$ cat config.mk
export PLATFORM = sky130hd
export DESIGN_NAME = status_reg_stack
export DESIGN_NICKNAME = d
export VERILOG_FILES = /design/src/rtl/status_reg_stack.sv
export SDC_FILE = /design/constraint.sdc
export NUM_CORES = 1
export LEC_CHECK = 0
export CORE_MARGIN = 1
export CORE_UTILIZATION = 40
export DETAILED_ROUTE_END_ITERATION = 10
export PLACE_DENSITY = 0.73
export SETUP_SLACK_MARGIN = 0.1
export SYNTH_ARGS = -nofsm -noshare
export SYNTH_HDL_FRONTEND = slang
export SYNTH_SLANG_ARGS = --single-unit
$ cat constraint.sdc
create_clock -name clk -period 2.05 [get_ports clk]
set_clock_uncertainty 0.15 [all_clocks]
set_input_delay 0.205 -clock clk [delete_from_list [all_inputs] [get_ports clk]]
set_output_delay 0.205 -clock clk [all_outputs]
set_load 0.01 [all_outputs]
$ cat src/rtl/status_reg_stack.sv
// status_reg_stack: WIDTH-bit status flag register with per-bit masked load
// and a DEPTH-entry LIFO shadow stack for saving and restoring the flags.
// Optional feature macro: STATUS_STACK_ERR_EN enables the sticky err flag
// (overflow / underflow tracking, cleared by clr_err, set wins over clear).
// Without the macro, err is tied to 0 and clr_err is ignored.
module status_reg_stack #(
  parameter int                 WIDTH     = 4,
  parameter int                 DEPTH     = 4,
  parameter logic [WIDTH-1:0]   RESET_VAL = {WIDTH{1'b0}}
) (
  input  logic                         clk,
  input  logic                         rst,
  input  logic [WIDTH-1:0]             data_in,
  input  logic [WIDTH-1:0]             load_mask,
  input  logic                         push,
  input  logic                         pop,
  input  logic                         clr_err,
  output logic [WIDTH-1:0]             data_out,
  output logic [$clog2(DEPTH+1)-1:0]   depth_cnt,
  output logic                         full,
  output logic                         empty,
  output logic                         err
);

  localparam int CW = $clog2(DEPTH + 1);
  localparam int IW = (DEPTH > 1) ? $clog2(DEPTH) : 1;

  // Stack storage is intentionally not reset; only entries below depth_cnt
  // are ever read back, so stale contents are never observable.
  logic [WIDTH-1:0] stack_r [DEPTH];

  logic [WIDTH-1:0] data_out_r;
  logic [CW-1:0]    depth_cnt_r;
  logic             err_r;

  logic [WIDTH-1:0] masked_s;
  logic [WIDTH-1:0] data_next_s;
  logic [CW-1:0]    depth_next_s;
  logic [CW-1:0]    depth_dec_s;
  logic [IW-1:0]    wr_idx_s;
  logic [IW-1:0]    rd_idx_s;
  logic             full_s;
  logic             empty_s;
  logic             do_push_s;
  logic             do_pop_s;
  logic             ovf_s;
  logic             unf_s;
  logic             err_next_s;

  assign full_s      = (depth_cnt_r == CW'(DEPTH));
  assign empty_s     = (depth_cnt_r == {CW{1'b0}});
  assign depth_dec_s = depth_cnt_r - CW'(1);
  assign wr_idx_s    = depth_cnt_r[IW-1:0];
  assign rd_idx_s    = depth_dec_s[IW-1:0];

  // Push and pop together cancel out; misuse is only an unpaired request.
  assign do_push_s = push & ~pop & ~full_s;
  assign do_pop_s  = pop & ~push & ~empty_s;
  assign ovf_s     = push & ~pop & full_s;
  assign unf_s     = pop & ~push & empty_s;

  assign masked_s = (data_out_r & ~load_mask) | (data_in & load_mask);

  // Next flag value and stack depth; a real pop overrides the masked load.
  always_comb begin
    data_next_s  = masked_s;
    depth_next_s = depth_cnt_r;
    if (do_pop_s) begin
      data_next_s  = stack_r[rd_idx_s];
      depth_next_s = depth_dec_s;
    end else if (do_push_s) begin
      data_next_s  = masked_s;
      depth_next_s = depth_cnt_r + CW'(1);
    end else begin
      data_next_s  = masked_s;
      depth_next_s = depth_cnt_r;
    end
  end

`ifdef STATUS_STACK_ERR_EN
  // Sticky error: a new misuse event takes priority over a clear request.
  always_comb begin
    err_next_s = err_r;
    if (ovf_s || unf_s) begin
      err_next_s = 1'b1;
    end else if (clr_err) begin
      err_next_s = 1'b0;
    end else begin
      err_next_s = err_r;
    end
  end
`else
  logic unused_s;
  assign unused_s   = ^{clr_err, ovf_s, unf_s};
  assign err_next_s = 1'b0;
`endif

  // Flag, depth and error registers; reset aborts any push/pop in flight.
  always_ff @(posedge clk or posedge rst) begin
    if (rst) begin
      data_out_r  <= RESET_VAL;
      depth_cnt_r <= {CW{1'b0}};
      err_r       <= 1'b0;
    end else begin
      data_out_r  <= data_next_s;
      depth_cnt_r <= depth_next_s;
      err_r       <= err_next_s;
    end
  end

  // Save the pre-edge flags into the next free entry on a real push.
  always_ff @(posedge clk) begin
    if (do_push_s && !rst) begin
      stack_r[wr_idx_s] <= data_out_r;
    end
  end

  assign data_out  = data_out_r;
  assign depth_cnt = depth_cnt_r;
  assign err       = err_r;
  assign full      = full_s;
  assign empty     = empty_s;

endmodule

==> impl_metrics.env, run 1 <==
export IMPL_status="finished, final reports clean"
export IMPL_path_buf_inv=2
export IMPL_synthSimpleGateAreaFrac_pct=8.69
export IMPL_cts_max_level=1
export IMPL_fin_setup_tns_ns=0
export IMPL_preCtsSetupSlack_ns=0.129
export IMPL_end_kind="output pin"
export IMPL_cp_slowest_stage_delay_ns=0.38
export IMPL_synth_xor_area_share_pct=0.822
export IMPL_core_area_um2=2500
export IMPL_grt_first_pass_wirelength_um=2930
export IMPL_critPathRequiredTime_ns=1.69
export IMPL_dieArea_um2=2880
export IMPL_period_share_pct=88.6
export IMPL_finalWirelength_um=1800
export IMPL_synth_top_family_by_area="multiplexers"
export IMPL_synthDistinctLibCells=22
export IMPL_ant_nets=0
export IMPL_hold_path_class="in -> async"
export IMPL_clock_path_buffers=2
export IMPL_io_pin_count=23
export IMPL_p_per_area_nw_per_um2=1150
export IMPL_cp_top_family="adder cells"
export IMPL_synth_top_area_share_pct=45.1
export IMPL_num_antenna_cells=0
export IMPL_instances_no_fill=127
export IMPL_arrival_ns=1.46
export IMPL_maxCapViolCount=0
export IMPL_synth_fa_ha_area_share_pct=7.04
export IMPL_path_cells="inv_2 -> ha_1 -> ha_1 -> dlygate4sd2_1"
export IMPL_async_flop_share_pct=30.4
export IMPL_worst_slack_ns=0.233
export IMPL_fin_crit_ns=1.82
export IMPL_rsz0062_at_grt="false"
export IMPL_utilization_pct=53.4
export IMPL_antenna_found_initial=0
export IMPL_die_h_um=53.6
export IMPL_cts_hold_buf=0
export IMPL_start_util_pct=42.6
export IMPL_netlist_top_cells_area="edfxtp_1, dfrtp_1, mux4_2"
export IMPL_vdd_ir_drop_max_v=0.000854
export IMPL_path_clk_slew_ns=0.12
export IMPL_synth_seq_cells=23
export IMPL_portBuffers=20
export IMPL_syn_inst=73
export IMPL_cts_tree="built"
export IMPL_routabilityCongestion=0.672
export IMPL_yosys_area_top_type="edfxtp_1"
export IMPL_crit_type="reg -> out"
export IMPL_drt_pass1_iterations=4
export IMPL_grt_pass1_vias=661
export IMPL_insertion_delay_ns=0.30
export IMPL_routedWlPerCell_um=14.2
export IMPL_drc=0
export IMPL_cp_common_cell="ha_1"
export IMPL_synthesis_nets=92
export IMPL_grt_start_max_net_pins=13
export IMPL_place_inst=122
export IMPL_syn2layout_area_growth_pct=25.2
export IMPL_synth_edff_count=16
export IMPL_synth_compound_area_share_pct=4.11
export IMPL_yosys_warnings=0
export IMPL_drt_initial_drc_count=11
export IMPL_finalHoldViolCount=0
export IMPL_syn_cell_area_um2=1070
export IMPL_post_drt_via_cell_ratio=4.87
export IMPL_start_kind="register"
export IMPL_slowest_stage="dfrtp_1"
export IMPL_slew_violations=0
export IMPL_row_count=18
export IMPL_die_w_um=53.6
export IMPL_p_leak_nw=0.550
export IMPL_maxClockFrequency_mhz=550
export IMPL_finalNetCount=117
export IMPL_ys_flop_type="edfxtp_1"
export IMPL_timing_rr_start="depth_cnt[0]"
export IMPL_muxShareOfSynthArea_pct=13.1
export IMPL_drive_gt1_share_pct=19.6
export IMPL_cts_sinks=23
export IMPL_synth_seq_area_share_pct=61.5
export IMPL_grt_usage_pct=15.4
export IMPL_cts_root_buffer_cell="clkbuf_4"
export IMPL_crit_path_start="depth_cnt[0]"
export IMPL_hold_ws_ns=0.0261
export IMPL_setup_violations=0
export IMPL_path_max_fanout=4
export IMPL_postSynthAreaPerCell_um2=14.6
export IMPL_grt_ovfl_total=0
export IMPL_hpwl_um=1350
export IMPL_vias=619
export IMPL_cts_made_buffers=3
[repair_timing]
item | 4_1_cts | 5_1_grt
hold endpoints to repair | 0 | 0
buffers inserted | 1 | 0
setup endpoints to repair | 2 | 16
pin swaps | 0 | 0
gates resized for setup | 4 | 4
[layout by cell type, fill, tap and decap left out]
cell type	count
clkdlybuf4s50_1	18
edfxtp_1	16
dfrtp_1	7
nand2_1	6
ha_1	6
mux2i_1	5
mux4_2	4
o21ai_1	4
nor2_1	4
and2_2	4
buf_4	4
inv_1	3
clkbuf_4	3
inv_2	2
dlygate4sd2_1	2
nor3b_2	1
nand3b_2	1
nand2b_1	1
xnor2_1	1
a21o_1	1
o31ai_1	1
a221oi_1	1
conb_1	1
clkbuf_1	1
[cells in the mapped netlist, types with 4 or more instances]
master,n
dfrtp_1,7
and2_1,4
nor2_1,4
edfxtp_1,16
o21ai_1,4
ha_1,6
nand2_1,6
inv_1,5
mux4_2,4
mux2i_1,5
[cell type report]
cell class	count	area [um^2]
Clock buffer	4	26.3
Tap cell	30	37.5
Timing Repair Buffer	24	228
Sequential cell	23	656
Fill cell	218	1160
Inverter	5	18.8
Multi-Input combinational cell	41	369
[kinds of logic after synthesis]
kind of cell	after synthesis
muxes	9
buffers and inverters	9
adders and majority gates	6
AOI/OAI and AO/OA	7
xor gates and xnor gates	1
DFF	23
and+or+nand+nor	17
other	1
[worst reg2reg max path, cell delays in order, from the launching register on]
cell	delay [ns]
dfrtp_1	0.38
inv_2	0.07
ha_1	0.21
ha_1	0.21
nor3b_2	0.23
buf_4	0.20
nor2_1	0.04
a21o_1	0.16
o31ai_1	0.06
[through the flow]
stage	area [um^2]	power, mW
global placement	1300	1.33
finish	1340	1.54
global route	1340	1.64
detailed placement	1300	1.35
CTS	1330	1.55
floorplan	1070	1.09
[where the power goes]
group	internal, mW	leakage, nW	switching [mW]
logic	0.359	0.308	0.308
registers	0.606	0.227	0.0684
clock network	0.0758	0.0150	0.121
[metal layers]
metal / global-route usage (%) / vias to the layer above / share of wire (%)
met1: 20.3 / 294 / 48
met4: 6.58 / 0 / 1.1
li1: - / 306 / -
met5: 0 / - / 0
met2: 24.4 / 17 / 47
met3: 3.39 / 2 / 3.8
[worst paths after layout]
check | end | slack (ns) | depth (start not counted)
min | depth_cnt[2] | 0.03 | 2
max reg2reg | depth_cnt[1] | 0.25 | 8
min reg2reg | stack_r[0][2] | 0.42 | 0
max | empty | 0.23 | 4
min in group clk | register | 0.38 | 3
max in group asynchronous | async pin | 1.48 | 2
Power figures use the tool's default switching activity.
==> run 2, diff against run 1 <==
- CORE_MARGIN: 1 -> unset
- PLACE_DENSITY: 0.73 -> unset
- PLACE_DENSITY_LB_ADDON: unset -> 0.2
- REMOVE_ABC_BUFFERS: unset -> 1
==> impl_metrics.env, run 2 (synthesized netlist as in run 1, its figures left out) <==
export IMPL_start_kind="register"
export IMPL_io_pin_count=23
export IMPL_slew_violations=0
export IMPL_cts_made_buffers=3
export IMPL_row_count=18
export IMPL_p_per_area_nw_per_um2=1150
export IMPL_path_depth=8
export IMPL_maxClockFrequency_mhz=544
export IMPL_grt_start_max_net_pins=14
export IMPL_die_w_um=53.6
export IMPL_period_share_pct=89.7
export IMPL_drc=0
export IMPL_grt_first_pass_wirelength_um=3080
export IMPL_grt_pass1_vias=645
export IMPL_final_common_cell="clkdlybuf4s50_1"
export IMPL_insertion_delay_ns=0.31
export IMPL_start_util_pct=42.6
export IMPL_p_leak_nw=0.560
export IMPL_reg2reg_depth=8
export IMPL_setup_violations=0
export IMPL_fin_crit_ns=1.84
export IMPL_fin_setup_tns_ns=0
export IMPL_cts_max_level=1
export IMPL_cp_slowest_stage_delay_ns=0.38
export IMPL_finalWirelength_um=1990
export IMPL_dieArea_um2=2880
export IMPL_path_buf_inv=2
export IMPL_status="finished, final reports clean"
export IMPL_finalHoldViolCount=0
export IMPL_clock_path_buffers=2
export IMPL_path_max_fanout=4
export IMPL_drt_pass1_iterations=4
export IMPL_slowest_stage="dfrtp_1"
export IMPL_arrival_ns=1.89
export IMPL_crit_type="reg -> reg"
export IMPL_portBuffers=20
export IMPL_cts_tree="built"
export IMPL_core_area_um2=2500
export IMPL_finalNetCount=119
export IMPL_grt_ovfl_total=0
export IMPL_die_h_um=53.6
export IMPL_hold_path_class="in -> async"
export IMPL_drt_initial_drc_count=12
export IMPL_cp_top_family="adder cells"
export IMPL_vias=639
export IMPL_grt_usage_pct=16.5
export IMPL_rsz0062_at_grt="false"
export IMPL_post_drt_via_cell_ratio=4.95
export IMPL_syn2layout_area_growth_pct=26.9
export IMPL_hpwl_um=1500
export IMPL_path_cells="inv_2 -> ha_1 -> ha_1 -> nor3b_4 -> buf_4 -> nor2_1 -> a21o_1 -> o31ai_1"
export IMPL_preCtsSetupSlack_ns=0.144
export IMPL_drive_gt1_share_pct=18.2
export IMPL_num_antenna_cells=0
export IMPL_end_kind="register"
export IMPL_path_clk_slew_ns=0.12
export IMPL_vdd_ir_drop_max_v=0.000710
export IMPL_maxCapViolCount=0
export IMPL_critPathRequiredTime_ns=2.10
export IMPL_worst_slack_ns=0.212
export IMPL_cts_hold_buf=0
export IMPL_routedWlPerCell_um=15.4
export IMPL_antenna_found_initial=0
export IMPL_ant_nets=0
export IMPL_cp_common_cell="ha_1"
export IMPL_cts_root_buffer_cell="clkbuf_4"
export IMPL_cts_sinks=23
export IMPL_routabilityCongestion=0.758
export IMPL_final_cell_mix="clkdlybuf4s50_1, edfxtp_1, dfrtp_1"
## run 2: cell types whose count changed in the layout (fill, tap and decap cells not counted), sizes merged
cell and delta:
clkinv +1, buf +2, clkbuf -1
## run 2: repair_timing
item	in CTS	in global routing
setup endpoints to repair	3	1
buffers inserted	1	0
gates resized for setup	4	1
## run 2: power by group
part / switching (mW) / internal [mW]
Clock: 0.130 / 0.0729
Combinational: 0.318 / 0.365
Sequential: 0.0661 / 0.606
Total: 0.514 / 1.04
## run 2: worst register-to-register path: stages, from the launching register on
cell	delay, ns
dfrtp_1	0.38
inv_2	0.07
ha_1	0.21
ha_1	0.22
nor3b_4	0.28
buf_4	0.17
nor2_1	0.04
a21o_1	0.16
o31ai_1	0.07
## run 2: worst paths after layout
path,startpoint,to,slack (ns)
setup / recovery,depth_cnt[0],depth_cnt[1],0.21
hold / removal,rst,async pin,0.02
setup reg to reg,depth_cnt[0],depth_cnt[1],0.21
hold reg to reg,register,stack_r[3][3],0.41
max in group asynchronous,rst,depth_cnt[2],1.48
min in group clk,data_in[1],register,0.36
## run 2: cell type report
| type | instances | area (um^2) |
|---|---|---|
| Multi-Input combinational cell | 41 | 370 |
| Clock inverter | 1 | 5.00 |
| Fill cell | 233 | 1150 |
| Tap cell | 30 | 37.5 |
| Sequential cell | 23 | 656 |
| Clock buffer | 3 | 22.5 |
| Inverter | 5 | 18.8 |
| Timing Repair Buffer | 26 | 243 |
## run 2: metal layers
layer / share of wire [%] / vias up / global-route usage [%]
li1: - / 311 / -
met1: 44 / 315 / 19.9
met2: 52 / 11 / 27.1
met3: 3.1 / 2 / 5.08
met4: 0.80 / 0 / 7.02
met5: 0 / - / 0
## run 2: metrics by stage
stage	utilization (%)	hold slack [ns]	area, um^2	cells	power, mW
2_1_floorplan	-	-0.142	1040	69	1.06
3_3_place_gp	52.6	0.374	1310	124	1.33
3_5_place_dp	52.6	0.380	1310	124	1.36
4_1_cts	53.9	0.0283	1350	129	1.58
5_1_grt	54.1	0.0703	1350	129	1.67
6_report	54.1	0.0173	1350	129	1.56
==> run 3, diff against run 2 <==
--- a/config.mk
+++ b/config.mk
@@ -6,6 +6,7 @@
 export NUM_CORES = 1
 export LEC_CHECK = 0
-export CORE_UTILIZATION = 40
+export CORE_UTILIZATION = 49
 export DETAILED_ROUTE_END_ITERATION = 10
+export MAX_ROUTING_LAYER = met4
 export PLACE_DENSITY_LB_ADDON = 0.2
 export REMOVE_ABC_BUFFERS = 1
==> constraint.sdc (replaced) <==
create_clock -name clk -period 2.05 [get_ports clk]
set_clock_uncertainty 0.15 [all_clocks]
set_input_delay 0.41 -clock clk [delete_from_list [all_inputs] [get_ports clk]]
set_output_delay 0.41 -clock clk [all_outputs]
set_load 0.01 [all_outputs]
==> impl_metrics.env, run 3 (synthesized netlist as in run 1, its figures left out) <==
export IMPL_status="finished, final reports clean"
export IMPL_grt_usage_pct=18.3
export IMPL_fin_crit_ns=1.85
export IMPL_arrival_ns=1.29
export IMPL_die_h_um=48.6
export IMPL_grt_first_pass_wirelength_um=3060
export IMPL_slew_violations=0
export IMPL_finalPower_mw=1.55
export IMPL_drt_pass1_iterations=4
export IMPL_p_per_area_nw_per_um2=1160
export IMPL_maxCapViolCount=0
export IMPL_p_leak_nw=0.556
export IMPL_path_clk_slew_ns=0.12
export IMPL_multi_input_area_um2=367
export IMPL_finalNetCount=119
export IMPL_cts_made_buffers=3
export IMPL_routabilityCongestion=0.725
export IMPL_vdd_ir_drop_max_v=0.000675
export IMPL_die_w_um=48.6
export IMPL_grt_start_max_net_pins=13
export IMPL_seqCellArea_um2=657
export IMPL_finalWirelength_um=1790
export IMPL_insertion_delay_ns=0.30
export IMPL_cts_sinks=23
export IMPL_cts_tree="built"
export IMPL_core_area_um2=2000
export IMPL_drt_initial_drc_count=12
export IMPL_hold_path_class="in -> async"
export IMPL_grt_pass1_vias=692
export IMPL_routedWlPerCell_um=14.2
export IMPL_post_drt_via_cell_ratio=5.11
export IMPL_row_count=16
export IMPL_drive_gt1_share_pct=21.2
export IMPL_preCtsSetupSlack_ns=0.0927
export IMPL_crit_type="reg -> out"
export IMPL_final_cell_mix="clkdlybuf4s50_1, edfxtp_1, ha_1, dfrtp_1, buf_4"
export IMPL_clock_path_buffers=2
export IMPL_end_kind="output pin"
export IMPL_vias=644
export IMPL_syn2layout_area_growth_pct=25.6
export IMPL_rsz0062_at_grt="false"
export IMPL_path_max_fanout=4
export IMPL_finalHoldViolCount=0
export IMPL_start_util_pct=53.2
export IMPL_maxClockFrequency_mhz=539
export IMPL_cts_root_buffer_cell="clkbuf_4"
export IMPL_setup_violations=0
export IMPL_dieArea_um2=2370
export IMPL_ant_nets=0
export IMPL_grt_ovfl_total=0
export IMPL_io_pin_count=23
export IMPL_antenna_found_initial=0
export IMPL_worst_slack_ns=0.196
export IMPL_num_antenna_cells=0
export IMPL_hpwl_um=1410
export IMPL_portBuffers=20
export IMPL_period_share_pct=90.4
export IMPL_reg2reg_slack_ns=0.26
export IMPL_cts_max_level=1
export IMPL_drc=0
export IMPL_start_kind="register"
export IMPL_n_fill_cell=162
export IMPL_critPathRequiredTime_ns=1.49
## run 3: timing repair
| action | 4_1_cts | 5_1_grt |
|---|---|---|
| resized for setup | 4 | 8 |
| hold buffers | 0 | 0 |
| pin swaps | 0 | 0 |
| setup buffers | 0 | 0 |
| setup endpoints to repair | 3 | 4 |
## run 3: metrics by stage
stage	instances	instance area, um^2	utilization [%]	TNS (ns)	hold slack, ns
floorplan	69	1040	-	-0.411	0.0634
detailed placement	122	1320	65.8	0	0.385
global route	126	1340	66.9	0	0.249
CTS	126	1340	66.9	0	0.234
global placement	122	1320	65.8	0	0.378
finish	126	1340	66.9	0	0.231
## run 3: cell type report
| cell class | instances | area share [%] |
|---|---|---|
| clock buffers | 4 | 1.96 |
| inverters | 5 | 1.40 |
| multi-input cells | 41 | 27.4 |
| flip-flops and latches | 23 | 49.1 |
| well taps | 27 | 2.52 |
| repair buffers | 26 | 17.7 |
## run 3: critical path: stages (launching register included)
cell	delay [ns]
dfrtp_1	0.41
inv_2	0.09
ha_1	0.17
ha_1	0.19
clkbuf_2	0.14
## run 3: final timing paths
check / end / cells past startpoint / from
max: empty / 4 / depth_cnt[1]
min: depth_cnt[1] / 2 / rst
max reg2reg: depth_cnt[1] / 8 / depth_cnt[0]
min reg2reg: stack_r[1][1] / 0 / register
max in group asynchronous: async pin / 2 / rst
min in group clk: stack_r[1][1] / 0 / register
## run 3: power breakdown
| part | switching (mW) | internal [mW] |
|---|---|---|
| logic | 0.314 | 0.364 |
| registers | 0.0648 | 0.607 |
| clock network | 0.124 | 0.0758 |
## run 3: metal layers
layer  global-route usage [%]  routed length (um)  vias up
met5                        -                   0        -
met4                     8.82                  22        0
met3                     2.83                  39        2
met2                     31.7                 962       12
met1                     20.6                 770      320
li1                         -                   -      310
